--- config.mk ---
export PLATFORM = sky130hd
export DESIGN_NAME = rob_alloc_ctrl
export DESIGN_NICKNAME = d
export VERILOG_FILES = /design/src/rtl/rob_alloc_ctrl.sv
export SDC_FILE = /design/constraint.sdc
export NUM_CORES = 1
export LEC_CHECK = 0
export BUFFER_PORTS_ARGS = -buffer_cell sky130_fd_sc_hd__buf_2
export CAP_MARGIN = 20
export CORE_MARGIN = 2
export CORE_UTILIZATION = 49
export DETAILED_ROUTE_END_ITERATION = 10
export PLACE_DENSITY = 0.77
export REMOVE_ABC_BUFFERS = 1
export SYNTH_ARGS = -nofsm -noshare
export SYNTH_HDL_FRONTEND = slang
export SYNTH_SLANG_ARGS = --single-unit
--- constraint.sdc ---
create_clock -name clk_i -period 3.9 [get_ports clk_i]
set_input_delay 0.195 -clock clk_i [delete_from_list [all_inputs] [get_ports clk_i]]
set_output_delay 0.195 -clock clk_i [all_outputs]
set_load 0.02 [all_outputs]
--- src/rtl/rob_alloc_ctrl.sv ---
// ROB allocation/recovery controller: owns tail, shadow head and occupancy,
// grants up to two dispatch slots per cycle and rewinds the tail on mispredict.
module rob_alloc_ctrl #(
  parameter int ROB_NUM     = 64,
  parameter int ROB_SEL     = 6,
  parameter int RECOVER_CYC = 2
) (
  input  logic               clk_i,
  input  logic               reset_i,
  input  logic               req1_i,
  input  logic               req2_i,
  input  logic [1:0]         commit_cnt_i,
  input  logic               flush_i,
  input  logic [ROB_SEL-1:0] flush_tail_i,
  output logic               grant_o,
  output logic               dp1_o,
  output logic               dp2_o,
  output logic [ROB_SEL-1:0] dp1_addr_o,
  output logic [ROB_SEL-1:0] dp2_addr_o,
  output logic [ROB_SEL-1:0] tail_o,
  output logic [ROB_SEL-1:0] head_o,
  output logic [ROB_SEL:0]   used_o,
  output logic               full_o,
  output logic               empty_o,
  output logic               recovering_o,
  output logic               err_o
);

  typedef enum logic {RUN, RECOVER} state_e;

  state_e             state_q, state_d;
  logic [ROB_SEL-1:0] tail_q, tail_d;
  logic [ROB_SEL-1:0] head_q, head_d;
  logic [ROB_SEL:0]   used_q, used_d;
  logic [3:0]         cnt_q, cnt_d;
  logic               err_q, err_d;

  logic [1:0]         n_req;
  logic [1:0]         n_alloc;
  logic               proto_err;
  logic               grant;
  logic [ROB_SEL:0]   free_cnt;
  logic [ROB_SEL:0]   commit_ext;
  logic [ROB_SEL+1:0] used_sum;

  assign commit_ext = {{(ROB_SEL-1){1'b0}}, commit_cnt_i};
  assign n_req      = {1'b0, req1_i} + {1'b0, req2_i};
  assign free_cnt   = (ROB_SEL+1)'(ROB_NUM) - used_q;
  assign proto_err  = (commit_ext > used_q) | (commit_cnt_i == 2'd3) | (req2_i & ~req1_i);

  // Free space comes from the registered count only; same-cycle commits are not bypassed.
  assign grant = (n_req != 2'd0) & (state_q == RUN) & ~flush_i & ~proto_err & ~reset_i
               & (free_cnt >= {{(ROB_SEL-1){1'b0}}, n_req});
  assign n_alloc = grant ? n_req : 2'd0;

  assign grant_o      = grant;
  assign dp1_o        = grant & req1_i;
  assign dp2_o        = grant & req2_i;
  assign dp1_addr_o   = tail_q;
  assign dp2_addr_o   = tail_q + ROB_SEL'(1);
  assign tail_o       = tail_q;
  assign head_o       = head_q;
  assign used_o       = used_q;
  assign full_o       = (used_q == (ROB_SEL+1)'(ROB_NUM));
  assign empty_o      = (used_q == '0);
  assign recovering_o = (state_q == RECOVER);
  assign err_o        = err_q;

  // Signed-safe occupancy update: one extra bit catches underflow on a bad commit.
  assign used_sum = {1'b0, used_q} + {{ROB_SEL{1'b0}}, n_alloc} - {1'b0, commit_ext};

  always_comb begin
    state_d = state_q;
    cnt_d   = cnt_q;
    tail_d  = tail_q;
    head_d  = head_q + ROB_SEL'(commit_cnt_i);
    used_d  = used_q;
    err_d   = err_q | proto_err;

    if (flush_i) begin
      tail_d  = flush_tail_i;
      used_d  = {1'b0, flush_tail_i - head_d};
      state_d = RECOVER;
      cnt_d   = 4'(RECOVER_CYC);
    end else begin
      tail_d = tail_q + ROB_SEL'(n_alloc);
      used_d = used_sum[ROB_SEL+1] ? '0 : used_sum[ROB_SEL:0];
      unique case (state_q)
        RUN: begin
          state_d = RUN;
        end
        RECOVER: begin
          cnt_d = cnt_q - 4'd1;
          if (cnt_q == 4'd1) begin
            state_d = RUN;
          end
        end
        default: begin
          state_d = RUN;
        end
      endcase
    end
  end

  always_ff @(posedge clk_i or posedge reset_i) begin
    if (reset_i) begin
      state_q <= RUN;
      cnt_q   <= '0;
      tail_q  <= '0;
      head_q  <= '0;
      used_q  <= '0;
      err_q   <= 1'b0;
    end else begin
      state_q <= state_d;
      cnt_q   <= cnt_d;
      tail_q  <= tail_d;
      head_q  <= head_d;
      used_q  <= used_d;
      err_q   <= err_d;
    end
  end

endmodule

==> flow_metrics.tcl <==
set metrics [dict create \
    worstSkewPairLatency_ps 280 \
    cap_violations 0 \
    grt_max_degree 26 \
    path_clk_slew_ps 100 \
    synth-seq-cells 25 \
    min_delay_worst_endpoint "dp1_addr_o[5]$_DFF_PP0_" \
    hold_depth 3 \
    drv_slew 0 \
    die_h_um 70.81 \
    cts_tree "yes" \
    layout-drive-gt1-share 0.3434 \
    mostFrequentLayoutCell "buf_2" \
    fin_area_um2 2804 \
    cp.arrival_ps 3990 \
    die_w_um 70.81 \
    drc_errors 0 \
    firstDrtPassIters 4 \
    end_kind "register" \
    overflow 0 \
    place_ws_ps -147.5 \
    grt_pass1_vias 1883 \
    nNetsFinal 349 \
    setup_viol 0 \
    power_density_nw_per_um2 809.0 \
    grt.total_usage 0.2107 \
    grt_pass1_wl_um 8438 \
    async_flop_share 1.000 \
    worstReg2RegStart "used_o[1]$_DFF_PP0_" \
    min_period_ps 3813 \
    drt_wl_total_um 5374 \
    ys_warn_count 0 \
    final_cell_mix "50 x buf_2, 27 x ha_1, 25 x inv_1, 25 x dfrtp_1" \
    core_area_um2 4324 \
    dieArea_um2 5014 \
    routedWlPerCell_um 15.40 \
    synth-seq-area-share 0.2860 \
    clock-sinks 25 \
    vias 1870 \
    worst-setup-path-type "reg2reg" \
    place_area_um2 2521 \
    holdWs_ps 152.1 \
    place_inst 336 \
    relSlewSlack 0.7255 \
    htreeDepth 1 \
    clockBufferDepth 2 \
    ant_nets 0 \
    worstHoldPathType "in2reg" \
    cts_root_buf "clkbuf_8" \
    dp_hpwl_um 4039 \
    synthFlopType "dfrtp_1" \
    io_pins 51 \
    place.gp.congestion 0.8005 \
    port_buffers 50 \
    reg2reg_to "used_o[4]$_DFF_PP0_" \
    fin_cells 349 \
    timing.final.ws_setup_ps 87.13 \
    cp-start-kind "register" \
    floorplan.initialDensity 0.5058 \
    area_delta_synth_final_pct 28.20 \
    antenna_found_initial 0 \
    cp_max_fo 7 \
    synth.distinct_cells 37 \
    rr_worst_depth 14 \
    vias_per_cell 5.358 \
    tightest_slew_ps 411.8 \
    regToRegSetupSlack_ps 90 \
    hold_start "flush_tail_i[5]" \
    rows 24 \
    synth-edff-count 0 \
    fmax_ghz 0.2623 \
    synthCells 232 \
    synth.avg_cell_area_um2 9.427 \
    crit_required_ps 4080 \
    antenna_cells 0 \
    finalHoldViolCount 0 \
    outcome "completed" \
    vdd_drop_max_v 0.0003891 \
    period_share 0.9777 \
    detailedRoute.firstIterationViolations 64 \
    cts_buffers 3 \
    fin_skew_ps 3.699 \
    p_leak_nw 1.418 \
    netlist_area_um2 2187 \
]
## sequential cells by signal, indices dropped and copies added (netlist names)
signal / flops
used_o: 7
dp1_addr_o: 6
head_o: 6
cnt_q: 4
err_o: 1
recovering_o: 1
## per-layer routing
layer	track usage	up-vias	share of wire
met5	0	-	0
met4	0.07547	0	0.019
met3	0.03704	12	0.034
met2	0.3790	44	0.52
met1	0.2516	912	0.42
li1	-	902	-
## what timing repair did
item	4_1_cts	5_1_grt
pin swaps	1	12
buffers inserted	0	7
endpoints found under the setup margin	7	7
hold endpoints to repair	0	2
hold buffers	0	1
gates resized for setup	7	22
## worst max-delay path: stages (launching register included)
cell and delay [ps]:
dfrtp_1 420, ha_1 310, nor2b_1 150, o2111ai_2 210
o21ai_2 130, a311oi_4 260, nand2_2 120, fa_1 530
inv_2 50, ha_4 200, a21o_1 190, a21o_1 180
a311oi_2 330, mux2_4 380, a22o_1 240
## cells in the mapped netlist (4+ instances only)
| cell type | instances | area [um2] |
|---|---|---|
| nand3_1 | 7 | 35.03 |
| dfrtp_1 | 25 | 625.6 |
| inv_1 | 32 | 120.1 |
| and2_1 | 4 | 25.02 |
| nor2b_1 | 4 | 25.02 |
| xnor2_1 | 15 | 131.4 |
| nor2_1 | 18 | 67.56 |
| xor2_1 | 10 | 87.58 |
| nand2b_1 | 4 | 25.02 |
| ha_1 | 33 | 412.9 |
| a22o_1 | 6 | 52.55 |
| o21ai_0 | 9 | 45.04 |
| nand2_1 | 13 | 48.80 |
| a21oi_1 | 6 | 30.03 |
| fa_1 | 5 | 100.1 |
| a21o_1 | 4 | 30.03 |
| buf_4 | 6 | 45.04 |
## logic make-up after synthesis
kind of cell             count (synthesis)  share of synthesized area
AO/OA/AOI/OAI                           39                     0.1344
XOR/XNOR                                26                     0.1104
adder cells (fa/ha/maj)                 38                     0.2346
buffers and inverters                   41                    0.08410
flip-flops                              25                     0.2860
multiplexers                             3                    0.01487
AND/OR/NAND/NOR                         60                     0.1356
## worst max-delay path by stage
stage,startpoint,endpoint,cells past startpoint
after global routing,used_o[4]$_DFF_PP0_,used_o[4]$_DFF_PP0_,15
after floorplan,used_o[1]$_DFF_PP0_,used_o[2]$_DFF_PP0_,14
final,used_o[1]$_DFF_PP0_,used_o[4]$_DFF_PP0_,14
after CTS,used_o[1]$_DFF_PP0_,used_o[2]$_DFF_PP0_,15
after detailed placement,req1_i,used_o[4]$_DFF_PP0_,16
after global placement,req1_i,used_o[4]$_DFF_PP0_,16
## metrics by stage
stage	TNS, ps	total power, mW	util
global placement	0	1.777	0.5830
CTS	0	2.080	0.6045
global route	-196.2	2.451	0.6484
detailed placement	-857.0	1.831	0.5830
floorplan	-1204	1.443	-
finish	0	2.269	0.6484
## report_power, final
part	switching [mW]	internal [mW]
clock	0.0963	0.0752
combinational	0.871	0.782
sequential	0.0926	0.352
## final cells by class
cell class,count,area [um2]
multi-input combinational,166,1520
fill,361,1520
sequential,25,625.6
timing repair buffer,70,422.9
inverter,32,120.1
tap,52,65.06
clock buffer,3,41.29
clock inverter,1,8.758
(Power assumes the default switching activity.)
